[src/rtl/loop_counter_bank.sv]
// Bank of N loop counters with per-channel limits; flags z (comb) and done (registered edge pulse).
// Latency: strobes update count/limit at the next edge; no backpressure. Define CNT_SAT_EN for saturating step plus sticky sat.
module loop_counter_bank #(
    parameter int          W    = 8,
    parameter int          N    = 4,
    parameter int          SELW = 2,
    parameter int unsigned STEP = 1
) (
    input  logic            Clk,
    input  logic            RST,
    input  logic [W-1:0]    BusOut,
    input  logic            Wen,
    input  logic            LWen,
    input  logic [SELW-1:0] WSel,
    input  logic            Clr,
    input  logic            INC,
    input  logic            DEC,
    input  logic [SELW-1:0] OSel,
    input  logic [SELW-1:0] RSel,
    output logic [W-1:0]    dout,
    output logic [W-1:0]    lout,
    output logic [N-1:0]    z,
    output logic [N-1:0]    done
`ifdef CNT_SAT_EN
    ,
    output logic [N-1:0]    sat
`endif
);

    localparam logic [W-1:0] STEP_W = W'(STEP);

    logic [W-1:0] cnt_q [N];
    logic [W-1:0] cnt_d [N];
    logic [W-1:0] lim_q [N];
    logic [W-1:0] lim_d [N];
    logic [N-1:0] z_d;
    logic [N-1:0] done_q;
    logic [N-1:0] done_d;
`ifdef CNT_SAT_EN
    logic [N-1:0] sat_q;
    logic [N-1:0] sat_d;
    logic [W:0]   inc_sum;
`endif

    // Selects beyond N-1 never match any channel, so they are silently ignored.
    always_comb begin
`ifdef CNT_SAT_EN
        sat_d   = sat_q;
        inc_sum = '0;
`endif
        for (int i = 0; i < N; i++) begin
            cnt_d[i] = cnt_q[i];
            lim_d[i] = lim_q[i];
            if (LWen && WSel == SELW'(i)) begin
                lim_d[i] = BusOut;
            end
            if (Wen && WSel == SELW'(i)) begin
                cnt_d[i] = BusOut;
`ifdef CNT_SAT_EN
                sat_d[i] = 1'b0;
`endif
            end else if (Clr && OSel == SELW'(i)) begin
                cnt_d[i] = '0;
`ifdef CNT_SAT_EN
                sat_d[i] = 1'b0;
`endif
            end else if ((INC ^ DEC) && OSel == SELW'(i)) begin
`ifdef CNT_SAT_EN
                if (INC) begin
                    inc_sum = {1'b0, cnt_q[i]} + {1'b0, STEP_W};
                    if (inc_sum[W]) begin
                        cnt_d[i] = '1;
                        sat_d[i] = 1'b1;
                    end else begin
                        cnt_d[i] = inc_sum[W-1:0];
                    end
                end else if (cnt_q[i] < STEP_W) begin
                    cnt_d[i] = '0;
                    sat_d[i] = 1'b1;
                end else begin
                    cnt_d[i] = cnt_q[i] - STEP_W;
                end
`else
                cnt_d[i] = INC ? (cnt_q[i] + STEP_W) : (cnt_q[i] - STEP_W);
`endif
            end
            z_d[i] = (lim_d[i] <= cnt_d[i]);
        end
        done_d = z_d & ~z;
    end

    always_ff @(posedge Clk) begin
        if (RST) begin
            for (int i = 0; i < N; i++) begin
                cnt_q[i] <= '0;
                lim_q[i] <= '0;
            end
            done_q <= '0;
`ifdef CNT_SAT_EN
            sat_q  <= '0;
`endif
        end else begin
            for (int i = 0; i < N; i++) begin
                cnt_q[i] <= cnt_d[i];
                lim_q[i] <= lim_d[i];
            end
            done_q <= done_d;
`ifdef CNT_SAT_EN
            sat_q  <= sat_d;
`endif
        end
    end

    always_comb begin
        dout = '0;
        lout = '0;
        for (int i = 0; i < N; i++) begin
            z[i] = (lim_q[i] <= cnt_q[i]);
            if (RSel == SELW'(i)) begin
                dout = cnt_q[i];
                lout = lim_q[i];
            end
        end
    end

    assign done = done_q;
`ifdef CNT_SAT_EN
    assign sat = sat_q;
`endif

endmodule

[config.mk]
export PLATFORM = sky130hd
export DESIGN_NAME = loop_counter_bank
export DESIGN_NICKNAME = d
export VERILOG_FILES = /design/src/rtl/loop_counter_bank.sv
export SDC_FILE = /design/constraint.sdc
export NUM_CORES = 1
export LEC_CHECK = 0
export CORE_ASPECT_RATIO = 0.7
export CORE_MARGIN = 2
export CORE_UTILIZATION = 45
export DETAILED_ROUTE_END_ITERATION = 10
export PLACE_DENSITY_LB_ADDON = 0.2
export SYNTH_ARGS = -nofsm -noshare
export SYNTH_HDL_FRONTEND = slang
export SYNTH_SLANG_ARGS = --single-unit
[constraint.sdc]
create_clock -name Clk -period 5.45 [get_ports Clk]
set_input_delay 0.545 -clock Clk [delete_from_list [all_inputs] [get_ports Clk]]
set_output_delay 0.545 -clock Clk [all_outputs]
set_load 0.1 [all_outputs]
Word level (Yosys, flattened, before mapping)
Memories as Yosys holds them, arrays and structs flattened.
Cells that the tools add are included.
{"block": "op_classes", "n_addsub": 8, "n_mul": 0, "n_div": 0, "order_cmp": 8, "eq_ne": 9, "n_shift": 0, "muxes": 39, "bitwise": 11, "n_reduce_logical": 19}
{"operator": "2-to-1 mux 8 bit", "count": 36}
{"operator": "<= comparator 8 bit", "count": 8}
{"operator": "adder 8 x 1 -> 8 bit, second input constant", "count": 4}
{"operator": "subtractor 8 x 1 -> 8 bit, second input constant", "count": 4}
{"operator": "logical AND 1 bit", "count": 16}
{"operator": "== test 2 bit, second input constant", "count": 6}
{"operator": "OR 1 bit", "count": 8}
{"operator": "== test 2 x 1 -> 1 bit, second input constant", "count": 3}
{"operator": "zero test 2 bit", "count": 3}
{"operator": "AND 4 bit", "count": 1}
{"operator": "inverter 4 bit", "count": 1}
{"operator": "2-to-1 mux 1 bit", "count": 3}
{"operator": "bitwise XOR 1 bit", "count": 1}
{"block": "word_totals", "register_bits": 4, "latchBits": 0, "ram_bits": 64, "mem_bits_ro": 0, "output_inout_bits": 24, "word_cells": 97, "n_memories": 2}
{"name": "cnt_q", "words": 4, "width": 8, "read_ports": 4, "rd_clocked_by_memory_dff": 0, "wr": 4, "line_no": "32", "text": "logic [W-1:0] cnt_q [N];"}
{"name": "lim_q", "words": 4, "width": 8, "read_ports": 4, "rd_clocked_by_memory_dff": 0, "wr": 4, "line_no": "34", "text": "logic [W-1:0] lim_q [N];"}

Logic depth before layout (Yosys ltp)
Gate-level depths: netlist of the first run.
{"block": "depth", "depth_word": 7, "mapped_depth": 13, "ltp_nobuf": 12}

Least setup slack after synthesis of the first run
Ideal clock, no wire load.
{"block": "synth_path", "kind": "flip-flop to output port", "start": "memory cnt_q[3][6] (netlist: cnt_q[0][30])", "end": "output z[3]", "t_arrival_ns": 3.213, "required_time_ns": 4.905, "setup_slack_ns": 1.692, "stages_incl_launch_ff": 7, "n_path_buf": 0, "cell_sequence": "dfxtp_1 > inv_1 > ha_1 > a21o_1 > a21oi_1 > nand2b_1 > o21ai_0"}
{"item": "start: declaration", "line_no": "32"}
{"item": "end: declaration", "line_no": "22", "text": "output logic [N-1:0] z,"}

Final worst setup path of the first run
{"block": "layout_path", "start": "input INC", "end": "register done_q[1] (netlist: done[1])"}
{"block": "layout_via", "elab_chain_cells": 7, "elab_cells_between_ends": 8}
{"item": "start: declaration", "line_no": "16", "text": "input logic INC,"}
{"item": "bitwise XOR 1 bit", "line_no": "67", "text": "end else if ((INC ^ DEC) && OSel == SELW'(i)) begin"}
{"item": "logical AND 1 bit", "line_no": "67"}
{"item": "2-to-1 mux 8 bit *", "line_no": "67"}
{"item": "2-to-1 mux 8 bit *", "line_no": "62", "text": "end else if (Clr && OSel == SELW'(i)) begin"}
{"item": "2-to-1 mux 8 bit *", "line_no": "57", "text": "if (Wen && WSel == SELW'(i)) begin"}
{"item": "<= comparator 8 bit *", "line_no": "87", "text": "z_d[i] = (lim_d[i] <= cnt_d[i]);"}
{"item": "AND 4 bit *", "line_no": "89", "text": "done_d = z_d & ~z;"}
{"item": "end signal: assignment", "line_no": "107", "text": "done_q <= done_d;"}
{"item": "end: declaration", "line_no": "37", "text": "logic [N-1:0] done_q;"}
Every way passes the cells marked *; elsewhere a longest branch is shown, timed or not.
A chain may end at the register's enable or synchronous reset.

==> summary.log, run 1 <==
[run_status] run status completed
[clock_tree] Skew-Pair Late Insertion Delay 340 ps
[cells_and_area] Fillers 1213
[drt] post-detailed-route DRC marker count 0
[cells_and_area] end-of-flow core utilization 52.53%
[clock_tree] maximum buffer depth of the clock tree 2
[power] Clock power frac 33.5%
[synthesis] Post-Syn Area 5993 µm²
[sta] summed negative setup slack over all endpoints 0 ps
[die] I/O pin cnt 45
[drt] post-detailed-route wirelength per cell 22.64 µm
[sta] Tmin final 4712 ps
[sta] final setup violation count 0
[sta] final worst hold slack 617.9 ps
[power] switching part of the total 38.01%
[power] Worst VDD drop 0.0002249 V
[sta] setup slack of the critical path after layout 737.9 ps
[power] Internal Power 1.177 mW
[sta] Slew @ Worst Pin 1161 ps
[clock_tree] Num CTS Buffers 9
[cells_and_area] # nets final 810
[cells_and_area] relative area change from synthesis to final layout 14.76%
[die] Die W 141.9 µm
[die] floorplan die area 14270 µm²
[critical_path] launching element type of the critical path input port
[clock_tree] CTS Hold Bufs 0
[global_routing] Congestion Overflow GR 0
[placement] IO buf count 44
[power] part of the total power dissipated in combinational logic 36.5%
[clock_tree] TritonCTS clock tree done
[sta] total count of hold-check failures in the final report 0
[sta] tightest slew margin relative to the limit 22.49%
[drt] detailed-routing iteration count for the pre-antenna-repair pass 6
[die] height of the die 100.6 µm
[critical_path] worst endpoint data arrival time 4890 ps
[power] portion of total power attributed to sequential cells 30.0%
[synthesis] main flop type after synthesis sky130_fd_sc_hd__dfxtp_1
[drt] initial DRC count 586
[job] number of max-capacitance violations reported 0
[sta] share of the cycle needed by the critical path after routing 86.46%
[power] leakage 2.984 nW
[placement] pre-CTS worst setup slack 448.9 ps
[sta] unrepaired setup endpoints after global routing no
[sta] Layout Skew 3.188 ps
[synthesis] fraction of synthesis flops using an asynchronous set or reset pin 0%
[synthesis] Post-synth EDFFs 0
[clock_tree] H-Tree Level Count 3
[die] initial standard-cell utilization of the core 45.77%
[power] Power, Total 1.898 mW
[placement] GP Congestion 0.9540
[critical_path] Data required, critical path 5630 ps
[global_routing] global-route wire length before repair 30120 µm
[clock_tree] root buffer selected by CTS sky130_fd_sc_hd__clkbuf_16
[synthesis] number of cells produced by synthesis 662
[clock_tree] # clock sinks 68
[hold_path] min-delay worst type register to register
[cells_and_area] fraction of final layout cells with drive strength greater than 1 10.83%
[drt] Via Count 5510
[sta] Max Clk Rate 212.2 MHz
[cells_and_area] count of non-filler cells in the finished layout 868
[global_routing] number of global-route vias before repair 5258
[placement] cell area after placement 6561 µm²
[critical_path] largest fanout on the critical path 28
[synthesis] flip-flop and latch count after synthesis 68
[power] Pwr per Cell Area 276.0 nW/µm²
[synthesis] nets in the synthesized netlist 775
[sta] Pins Over Slew Limit 0
[die] total core area 13090 µm²
[drt] sum of routed wire length over all layers 19650 µm
[clock_tree] post-cts sizing count 0
[clock_tree] clock slew at reported path FFs 60 ps
[power] net switching power of the design 721.6 µW
[synthesis] portion of the post-synthesis area used by sequential elements 22.71%
[placement] sum of net half-perimeters after detailed placement 15390 µm
[synthesis] post-synthesis average cell area 9.053 µm²
[cells_and_area] number of inserted diodes 0
[critical_path] Setup Crit Path Kind input port to register
[clock_tree] post-CTS setup buffers 0
[cells_and_area] post-layout instance area 6878 µm²
[die] placement row count 35
[drt] Post-DRT Antenna Nets 0
[global_routing] Global Route Usage Sum 28.31%
[global_routing] maximum number of pins on one net before global-route repair 38
[critical_path] capturing element type of the critical path register
[placement] post-placement cell count 852
[synthesis] Syn. warnings 0
[synthesis] number of distinct library cells after synthesis 64
[global_routing] initial antenna violation count 0
[drt] Vias/cell 6.348
==> layout by cell type, fill, tap and decap left out, types with 4 or more instances in the layout <==
cell,instances
sky130_fd_sc_hd__a211oi_1,12
sky130_fd_sc_hd__nand2_1,23
sky130_fd_sc_hd__dfxtp_1,68
sky130_fd_sc_hd__a2bb2oi_1,6
sky130_fd_sc_hd__mux2i_1,9
sky130_fd_sc_hd__clkbuf_16,9
sky130_fd_sc_hd__nor2b_1,11
sky130_fd_sc_hd__xnor2_1,17
sky130_fd_sc_hd__a22o_1,5
sky130_fd_sc_hd__nand2b_1,6
sky130_fd_sc_hd__a21o_1,22
sky130_fd_sc_hd__clkdlybuf4s50_1,44
sky130_fd_sc_hd__mux2_2,30
sky130_fd_sc_hd__ha_1,88
sky130_fd_sc_hd__or2_2,5
sky130_fd_sc_hd__nand3_1,10
sky130_fd_sc_hd__fa_1,4
sky130_fd_sc_hd__mux4_2,16
sky130_fd_sc_hd__o211ai_1,4
sky130_fd_sc_hd__o21ai_0,30
sky130_fd_sc_hd__o21bai_1,4
sky130_fd_sc_hd__inv_1,39
sky130_fd_sc_hd__nor3b_1,4
sky130_fd_sc_hd__nand4_1,12
sky130_fd_sc_hd__a221oi_1,8
sky130_fd_sc_hd__xor2_1,5
sky130_fd_sc_hd__and2_1,38
sky130_fd_sc_hd__nor2_1,51
sky130_fd_sc_hd__nor3_1,10
sky130_fd_sc_hd__o21a_1,9
sky130_fd_sc_hd__a21oi_1,41
==> layout make-up <==
type                       count  area, µm²  area share [%]
multi-input combinational    532       4383           63.73
sequential                    68       1361           19.79
timing repair buffer          47      462.9           6.731
clock buffer                   9      225.2           3.275
tap                          166      207.7           3.020
inverter                      39      146.4           2.128
clock inverter                 7      91.34           1.328
==> logic make-up (layout without fill, tap and decap cells) <==
family,count (synthesis),after routing,synth area share [%]
fa+ha+maj,92,92,19.71
flops,68,68,22.71
mux,55,55,13.15
xor+xnor,24,24,3.758
simple gates,190,190,17.18
buf+inv,62,102,4.155
compound gates,171,171,19.33
==> power groups by stage <==
stage	Combinational, mW	Clock [mW]	Sequential (mW)
floorplan	0.482	0	0.595
global placement	0.668	0	0.577
detailed placement	0.681	0	0.578
CTS	0.687	0.639	0.567
global route	0.746	0.660	0.571
finish	0.693	0.636	0.569
==> critical path: stages <==
cell and delay [ps]:
sky130_fd_sc_hd__clkdlybuf4s50_1 740, sky130_fd_sc_hd__inv_1 630, sky130_fd_sc_hd__ha_1 630, sky130_fd_sc_hd__o21ai_0 100, sky130_fd_sc_hd__o21bai_1 210, sky130_fd_sc_hd__a21oi_1 130, sky130_fd_sc_hd__or4_1 440, sky130_fd_sc_hd__and3_1 170
sky130_fd_sc_hd__ha_1 300, sky130_fd_sc_hd__a21oi_1 140, sky130_fd_sc_hd__o21ai_0 130, sky130_fd_sc_hd__o22a_1 210, sky130_fd_sc_hd__a2111oi_0 500
==> synthesized netlist by cell type, types with 3 or more instances <==
library cell,instances,area share [%]
sky130_fd_sc_hd__nor3_1,10,0.84
sky130_fd_sc_hd__mux2_2,30,5.6
sky130_fd_sc_hd__or2_2,5,0.52
sky130_fd_sc_hd__nand2b_1,6,0.63
sky130_fd_sc_hd__and3b_1,3,0.44
sky130_fd_sc_hd__mux4_2,16,6.0
sky130_fd_sc_hd__and3_1,3,0.31
sky130_fd_sc_hd__dfxtp_1,68,23
sky130_fd_sc_hd__o21bai_1,4,0.50
sky130_fd_sc_hd__nand4_1,12,1.3
sky130_fd_sc_hd__mux2i_1,9,1.5
sky130_fd_sc_hd__nor3b_1,4,0.50
sky130_fd_sc_hd__a221oi_1,8,1.2
sky130_fd_sc_hd__a2bb2oi_1,6,0.88
sky130_fd_sc_hd__o22a_1,3,0.44
sky130_fd_sc_hd__clkbuf_1,16,1.0
sky130_fd_sc_hd__fa_1,4,1.3
sky130_fd_sc_hd__o21a_1,9,1.1
sky130_fd_sc_hd__nor2b_1,11,1.1
sky130_fd_sc_hd__nor2_1,51,3.2
sky130_fd_sc_hd__o211ai_1,4,0.50
sky130_fd_sc_hd__a32o_1,3,0.50
sky130_fd_sc_hd__buf_2,4,0.33
sky130_fd_sc_hd__ha_1,88,18
sky130_fd_sc_hd__a211oi_1,12,1.5
sky130_fd_sc_hd__xnor2_1,17,2.5
sky130_fd_sc_hd__a21o_1,22,2.8
sky130_fd_sc_hd__o21ai_0,30,2.5
sky130_fd_sc_hd__nand3_1,10,0.84
sky130_fd_sc_hd__o22ai_1,3,0.31
sky130_fd_sc_hd__inv_1,39,2.4
sky130_fd_sc_hd__nand2_1,23,1.4
sky130_fd_sc_hd__a21oi_1,41,3.4
sky130_fd_sc_hd__a2111oi_0,3,0.44
sky130_fd_sc_hd__and2_1,38,4.0
sky130_fd_sc_hd__a22o_1,5,0.73
sky130_fd_sc_hd__a211o_1,3,0.44
sky130_fd_sc_hd__a22oi_1,3,0.38
sky130_fd_sc_hd__xor2_1,5,0.73
==> final timing paths <==
check / from / end / slack, ps / depth (start not counted)
setup / recovery: INC / done[1] / 740 / 13
hold / removal: lim_q[0][24] / lim_q[0][24] / 620 / 2
setup reg to reg: cnt_q[0][8] / done[1] / 2110 / 11
hold reg to reg: lim_q[0][24] / lim_q[0][24] / 620 / 2
==> state kept, by name, summed over array words and instances (netlist names) <==
signal and cells:
cnt_q 32, done 4, lim_q 32
==> layer usage <==
layer | part of all wire, % | track usage (%)
met4 | 2.7 | 9.538
met2 | 42 | 42.42
met1 | 44 | 39.66
met3 | 10 | 7.458
met5 | 0 | 0
Note: power is estimated with default switching activity, not from simulation.
==> run 2, diff against run 1 <==
--- a/config.mk
+++ b/config.mk
@@ -5,11 +5,12 @@
 export SDC_FILE = /design/constraint.sdc
 export NUM_CORES = 1
 export LEC_CHECK = 0
-export CORE_ASPECT_RATIO = 0.7
+export CORE_ASPECT_RATIO = 0.8
 export CORE_MARGIN = 2
 export CORE_UTILIZATION = 45
 export DETAILED_ROUTE_END_ITERATION = 10
 export PLACE_DENSITY_LB_ADDON = 0.2
+export SKIP_CTS_REPAIR_TIMING = 1
 export SYNTH_ARGS = -nofsm -noshare
 export SYNTH_HDL_FRONTEND = slang
 export SYNTH_SLANG_ARGS = --single-unit
==> run 2 against run 1 <==
Effect of this change: clock skew barely moved; worst setup slack improved by 310 ps; clock power fell by 11%; first-iteration DRC count fell by 38%; die area barely moved; via count rose by 0.49%; largest cell class unchanged; sequential power barely moved; core utilization rose by 0.49 points; count of clock-buffer cells in the layout rose by 6; cell count rose by 0.92%; sequential share of layout area rose by 0.087 points.
==> summary.log, run 2 (synthesis results as in run 1) <==
[run_status] run status completed
[clock_tree] Num CTS Buffers 9 [unchanged]
[clock_tree] # clock sinks 68 [unchanged]
[sta] Layout Skew 3.050 ps [-0.1380 ps]
[critical_path] standard cell with the maximum stage delay on the critical path sky130_fd_sc_hd__inv_1
[critical_path] Data required, critical path 5660 ps [+30 ps]
[sta] final setup violation count 0 [unchanged]
[power] portion of total power attributed to sequential cells 31.0% [+1.0 points]
[cells_and_area] most common cell after layout, fill and taps aside sky130_fd_sc_hd__ha_1
[cells_and_area] fraction of final layout cells with drive strength greater than 1 10.27% [-0.56 points]
[hold_path] min-delay worst type register to register
[job] number of max-capacitance violations reported 0 [unchanged]
[power] switching part of the total 38.55% [+0.53 points]
[sta] summed negative setup slack over all endpoints 0 ps [unchanged]
[cells_and_area] post-layout instance area 6848 µm² [-0.44%]
[placement] sum of net half-perimeters after detailed placement 14860 µm [-3.4%]
[drt] Vias/cell 6.321 [-0.43%]
[critical_path] capturing element type of the critical path register
[critical_path] startpoint of the lowest-slack register-to-register path cnt_q[0][8]
[global_routing] maximum number of pins on one net before global-route repair 38 [unchanged]
[die] I/O pin cnt 45 [unchanged]
[drt] detailed-routing iteration count for the pre-antenna-repair pass 5 [-1]
[clock_tree] clock slew at reported path FFs 50 ps [about the same]
[die] placement row count 37 [+5.7%]
[drt] post-detailed-route DRC marker count 0 [unchanged]
[cells_and_area] relative area change from synthesis to final layout 14.26%
[clock_tree] H-Tree Level Count 3 [unchanged]
[global_routing] Congestion Overflow GR 0 [unchanged]
[drt] Post-DRT Antenna Nets 0 [unchanged]
[placement] cell area after placement 6565 µm² [about the same]
[critical_path] worst endpoint data arrival time 4620 ps [-270 ps]
[sta] Max Clk Rate 226.9 MHz [+6.9%]
[power] Clock power frac 30.9% [-2.6 points]
[hold_path] worst min-delay path startpoint lim_q[0][24]
[critical_path] CP top delay family buffers and inverters
[critical_path] launching element type of the critical path input port
[power] Pwr per Cell Area 266.9 nW/µm² [-3.3%]
[critical_path] worst path cell trace clkdlybuf4s50_1 > buf_4 > inv_1 > ha_1 > a211oi_1 > nor2_1 > o221ai_1 > mux2i_1 > o211ai_1 > ha_1 > a21oi_1 > o21ai_0 > o22a_1 > a2111oi_0
[sta] unrepaired setup endpoints after global routing no
[drt] Via Count 5537 [+0.49%]
[placement] GP Congestion 0.9106 [-4.5%]
[die] floorplan die area 14260 µm² [about the same]
[global_routing] Global Route Usage Sum 28.06% [-0.25 points]
[critical_path] CP most frequent cell sky130_fd_sc_hd__ha_1
[placement] IO buf count 44 [unchanged]
[sta] Pins Over Slew Limit 0 [unchanged]
[power] net switching power of the design 704.6 µW [-2.4%]
[power] part of the total power dissipated in combinational logic 38.1% [+1.6 points]
[die] Die W 133.0 µm [-6.3%]
[critical_path] largest fanout on the critical path 28 [unchanged]
[clock_tree] maximum buffer depth of the clock tree 2 [unchanged]
[cells_and_area] number of inserted diodes 0 [unchanged]
[global_routing] global-route wire length before repair 30250 µm [+0.43%]
[global_routing] initial antenna violation count 0 [unchanged]
[cells_and_area] # nets final 809 [-0.12%]
[global_routing] number of global-route vias before repair 5397 [+2.6%]
[critical_path] Setup Crit Path Kind input port to register
[power] leakage 2.964 nW [-0.67%]
[clock_tree] root buffer selected by CTS sky130_fd_sc_hd__clkbuf_16
[sta] tightest slew margin relative to the limit 15.36% [-7.1 points]
[cells_and_area] Fillers 1210 [-0.25%]
[die] initial standard-cell utilization of the core 46.40% [+0.63 points]
[power] Power, Total 1.828 mW [-3.7%]
[clock_tree] Skew-Pair Late Insertion Delay 340 ps [about the same]
[cells_and_area] commonest cells after routing, fill and taps aside sky130_fd_sc_hd__ha_1 (88), sky130_fd_sc_hd__dfxtp_1 (68), sky130_fd_sc_hd__nor2_1 (51), sky130_fd_sc_hd__clkdlybuf4s50_1 (44), sky130_fd_sc_hd__a21oi_1 (41)
[drt] initial DRC count 366 [-38%]
[sta] total count of hold-check failures in the final report 0 [unchanged]
[critical_path] launch point of the worst path INC
[drt] post-detailed-route wirelength per cell 22.48 µm [-0.74%]
[power] Worst VDD drop 0.0001618 V [-28%]
[critical_path] maximum cell stage delay along the critical path 920 ps [+180 ps]
[sta] Tmin final 4407 ps [-305.2 ps]
[drt] sum of routed wire length over all layers 19690 µm [+0.18%]
[die] total core area 12920 µm² [-1.4%]
[sta] Slew @ Worst Pin 1268 ps [+106.8 ps]
[clock_tree] TritonCTS clock tree done
[sta] share of the cycle needed by the critical path after routing 80.86% [-5.6 points]
[die] height of the die 107.2 µm [+6.6%]
[critical_path] count of buffer and inverter cells on the critical path 3 [+1]
[power] Internal Power 1.123 mW [-4.6%]
-- run 2: per-stage QoR --
step / worst slack (ps) / hold WS, ps / utilization (%) / instances
4_1_cts: 1024 / 612.5 / 53.02 / 876
6_report: 1043 / 624.8 / 53.02 / 876
3_5_place_dp: 708.9 / 599.4 / 50.83 / 860
5_1_grt: 628.9 / 627.3 / 53.02 / 876
2_1_floorplan: 1692 / 507.9 / - / 662
3_3_place_gp: 887.8 / 584.1 / 50.83 / 860
-- run 2: worst reg2reg max path: cells and delay by family (launching register included) --
family / cells / cell delay (ps)
AO/OA/AOI/OAI: 6 / 1120
AND/OR/NAND/NOR: 2 / 270
adder cells (fa/ha/maj): 2 / 810
flip-flops: 1 / 410
multiplexers: 1 / 380
-- run 2: worst paths after layout --
path	end	slack [ps]	cells past startpoint
worst max-delay path	done[2]	1040	14
worst min register to register	lim_q[0][24]	620	2
worst max register to register	done[1]	2350	11
worst min-delay path	lim_q[0][24]	620	2
-- run 2: final cells by class --
class / instances / area [µm²] / area share (%)
tap: 175 / 219.0 / 3.198
clock buffer: 15 / 277.8 / 4.056
clock inverter: 1 / 5.005 / 0.07309
multi-input combinational: 532 / 4383 / 64.01
sequential: 68 / 1361 / 19.88
inverter: 39 / 146.4 / 2.138
timing repair buffer: 46 / 455.4 / 6.651
-- run 2: metal layers --
layer	vias up	share of wire, %	global-route usage [%]
met1	2662	44	37.36
li1	2538	-	-
met2	282	44	45.23
met4	0	3.6	10.29
met5	-	0	0
met3	55	9.0	5.579
-- run 2: power groups by stage --
stage | sequential (mW) | combinational (mW) | clock, mW
3_5_place_dp | 0.576 | 0.685 | 0
6_report | 0.567 | 0.696 | 0.565
4_1_cts | 0.565 | 0.689 | 0.568
3_3_place_gp | 0.576 | 0.671 | 0
5_1_grt | 0.568 | 0.746 | 0.581
2_1_floorplan | 0.595 | 0.482 | 0
==> run 3, diff against run 2 <==
==> constraint.sdc (replaced) <==
create_clock -name Clk -period 4.2 [get_ports Clk]
set_input_delay 0.42 -clock Clk [delete_from_list [all_inputs] [get_ports Clk]]
set_output_delay 0.42 -clock Clk [all_outputs]
set_load 0.1 [all_outputs]
==> run 3 against run 2 <==
Effect of this change: power is 27% higher; core utilization about the same; count of clock-buffer cells in the layout is 3 lower; highest routed layer unchanged; critical path depth unchanged; global-route usage shrank 0.43 points; sequential share of layout area barely moved; critical endpoint unchanged; combinational power rose by 29%; largest cell class unchanged; die area did not move.
==> summary.log, run 3 (synthesis results as in run 1) <==
[global_routing] Global Route Usage Sum 27.63% [-0.43 points]
[hold_path] min-delay worst type register to register
[cells_and_area] number of inserted diodes 0 [unchanged]
[critical_path] cell count of the worst reg-to-reg path 11 [unchanged]
[hold_path] Hold Path Cell Cnt 2 [unchanged]
[placement] sum of net half-perimeters after detailed placement 15170 µm [+2.1%]
[hold_path] Worst Hold Path EP lim_q[0][24]
[hold_path] worst min-delay path startpoint lim_q[0][24]
[cells_and_area] commonest cells after routing, fill and taps aside sky130_fd_sc_hd__ha_1 (88), sky130_fd_sc_hd__dfxtp_1 (68), sky130_fd_sc_hd__nor2_1 (51), sky130_fd_sc_hd__a21oi_1 (41), sky130_fd_sc_hd__inv_1 (39)
[drt] Post-DRT Antenna Nets 0 [unchanged]
[sta] Pins Over Slew Limit 0 [unchanged]
[cells_and_area] relative area change from synthesis to final layout 14.15% [about the same]
[power] Pwr per Cell Area 338.6 nW/µm² [+27%]
[drt] post-detailed-route DRC marker count 0 [unchanged]
[power] leakage 3.030 nW [+2.3%]
[power] Worst VDD drop 0.0001868 V [+15%]
[sta] Max Clk Rate 266.3 MHz
[placement] cell area after placement 6590 µm² [+0.38%]
[die] Die W 133.0 µm [unchanged]
[drt] highest routing layer actually used met4
[sta] Tmin final 3756 ps
[drt] sum of routed wire length over all layers 19320 µm [-1.9%]
[die] initial standard-cell utilization of the core 46.40% [unchanged]
[job] number of max-capacitance violations reported 0 [unchanged]
[cells_and_area] # nets final 819 [+1.2%]
[die] I/O pin cnt 45 [unchanged]
[drt] Via Count 5448 [-1.6%]
[global_routing] initial antenna violation count 0 [unchanged]
[clock_tree] maximum buffer depth of the clock tree 2 [unchanged]
[critical_path] launching element type of the critical path input port
[clock_tree] Skew-Pair Late Insertion Delay 340 ps [about the same]
[sta] summed negative setup slack over all endpoints 0 ps [unchanged]
[clock_tree] # clock sinks 68 [unchanged]
[cells_and_area] most common cell after layout, fill and taps aside sky130_fd_sc_hd__ha_1
[cells_and_area] fraction of final layout cells with drive strength greater than 1 14.23% [+4.0 points]
[drt] Vias/cell 6.156 [-2.6%]
[critical_path] Setup Crit Path Kind input port to register
[critical_path] capturing element type of the critical path register
[sta] share of the cycle needed by the critical path after routing 89.42%
[critical_path] RR Endpoint done[2]
[sta] Layout Skew 4.890 ps [+1.840 ps]
[critical_path] setup slack of the worst register-to-register path 1050 ps [-1300 ps]
[drt] detailed-routed wire length on met2 8342 µm [-3.5%]
[clock_tree] clock slew at reported path FFs 60 ps [about the same]
[die] total core area 12920 µm² [unchanged]
[sta] tightest slew margin relative to the limit 26.08% [+11 points]
[sta] total count of hold-check failures in the final report 0 [unchanged]
[placement] GP Congestion 0.9683 [+6.3%]
[critical_path] largest fanout on the critical path 14 [-50%]
[sta] unrepaired setup endpoints after global routing no
[drt] detailed route wirelength on metal3 1514 µm [-14%]
[critical_path] worst endpoint data arrival time 3960 ps [-660 ps]
[clock_tree] Num CTS Buffers 9 [unchanged]
[clock_tree] H-Tree Level Count 3 [unchanged]
[global_routing] global-route wire length before repair 29940 µm [-1.0%]
[sta] setup slack of the critical path after layout 444.4 ps [-598.7 ps]
[drt] post-detailed-route wirelength per cell 21.84 µm [-2.9%]
[die] height of the die 107.2 µm [unchanged]
[sta] Slew @ Worst Pin 1108 ps [-160.7 ps]
[power] Power, Total 2.317 mW [+27%]
[drt] detailed-route wire length on metal 1 8749 µm [+2.0%]
[critical_path] Data required, critical path 4400 ps [-1260 ps]
[placement] pre-CTS worst setup slack 177.0 ps [-531.8 ps]
[drt] initial DRC count 449 [+23%]
[sta] final setup violation count 0 [unchanged]
[die] floorplan die area 14260 µm² [unchanged]
[clock_tree] root buffer selected by CTS sky130_fd_sc_hd__clkbuf_16
[global_routing] number of global-route vias before repair 5339 [-1.1%]
[clock_tree] TritonCTS clock tree done
[run_status] run status completed
[placement] IO buf count 44 [unchanged]
[drt] detailed-routing iteration count for the pre-antenna-repair pass 5 [unchanged]
[die] placement row count 37 [unchanged]
[cells_and_area] post-layout instance area 6842 µm² [about the same]
[global_routing] Congestion Overflow GR 0 [unchanged]
[critical_path] startpoint of the lowest-slack register-to-register path cnt_q[0][17]
[global_routing] maximum number of pins on one net before global-route repair 38 [unchanged]
run 3: cell types whose count changed in the layout (fill, tap and decap cells not counted):
cell and change:
sky130_fd_sc_hd__buf_4 +30, sky130_fd_sc_hd__clkdlybuf4s50_1 -20, sky130_fd_sc_hd__clkbuf_8 -3, sky130_fd_sc_hd__clkinv_2 +2
run 3: through the flow:
| step | instances | hold WS, ps | utilization, % |
|---|---|---|---|
| 2_1_floorplan | 662 | 507.9 | - |
| 3_3_place_gp | 870 | 584.7 | 51.02 |
| 3_5_place_dp | 870 | 590.5 | 51.02 |
| 4_1_cts | 885 | 604.1 | 52.97 |
| 5_1_grt | 885 | 654.2 | 52.97 |
| 6_report | 885 | 605.1 | 52.97 |
run 3: worst max-delay path: stages:
cell                              delay (ps)
sky130_fd_sc_hd__clkdlybuf4s50_1         420
sky130_fd_sc_hd__inv_1                   270
sky130_fd_sc_hd__buf_4                   310
sky130_fd_sc_hd__ha_1                    280
sky130_fd_sc_hd__a211oi_1                310
sky130_fd_sc_hd__nor2_1                  120
sky130_fd_sc_hd__o221ai_1                220
sky130_fd_sc_hd__mux2i_1                 270
sky130_fd_sc_hd__o211ai_1                130
sky130_fd_sc_hd__ha_1                    350
sky130_fd_sc_hd__a21oi_1                 130
sky130_fd_sc_hd__o21ai_0                 100
sky130_fd_sc_hd__o22a_1                  210
sky130_fd_sc_hd__a2111oi_0               420
run 3: layer usage:
layer	vias to the layer above	track usage (%)
met1	2597	37.28
met4	0	11.21
met3	60	5.626
met2	227	43.34
met5	-	0
li1	2564	-
run 3: worst max path at each step:
| stage | endpoint | slack, ps | from | depth (start not counted) |
|---|---|---|---|---|
| after floorplan | z[3] | 570 | cnt_q[0][30] | 6 |
| after global placement | done[0] | 350 | INC | 14 |
| after detailed placement | done[2] | 180 | INC | 14 |
| after CTS | done[2] | 510 | INC | 14 |
| after global routing | done[2] | 270 | INC | 14 |
| final | done[2] | 440 | INC | 14 |
run 3: where the power goes:
group	internal, mW	switching (mW)	total [mW]
combinational	0.325	0.576	0.901
clock	0.394	0.287	0.680
sequential	0.682	0.0529	0.735
total	1.40	0.915	2.32
run 3: final cells by class:
cell class                      instances  area [µm²]
Clock inverter                          3       15.01
Timing Repair Buffer                   56       480.5
Fill cell                            1176        6075
Sequential cell                        68        1361
Multi-Input combinational cell        532        4383
Inverter                               39       146.4
Tap cell                              175       219.0
Clock buffer                           12       236.5
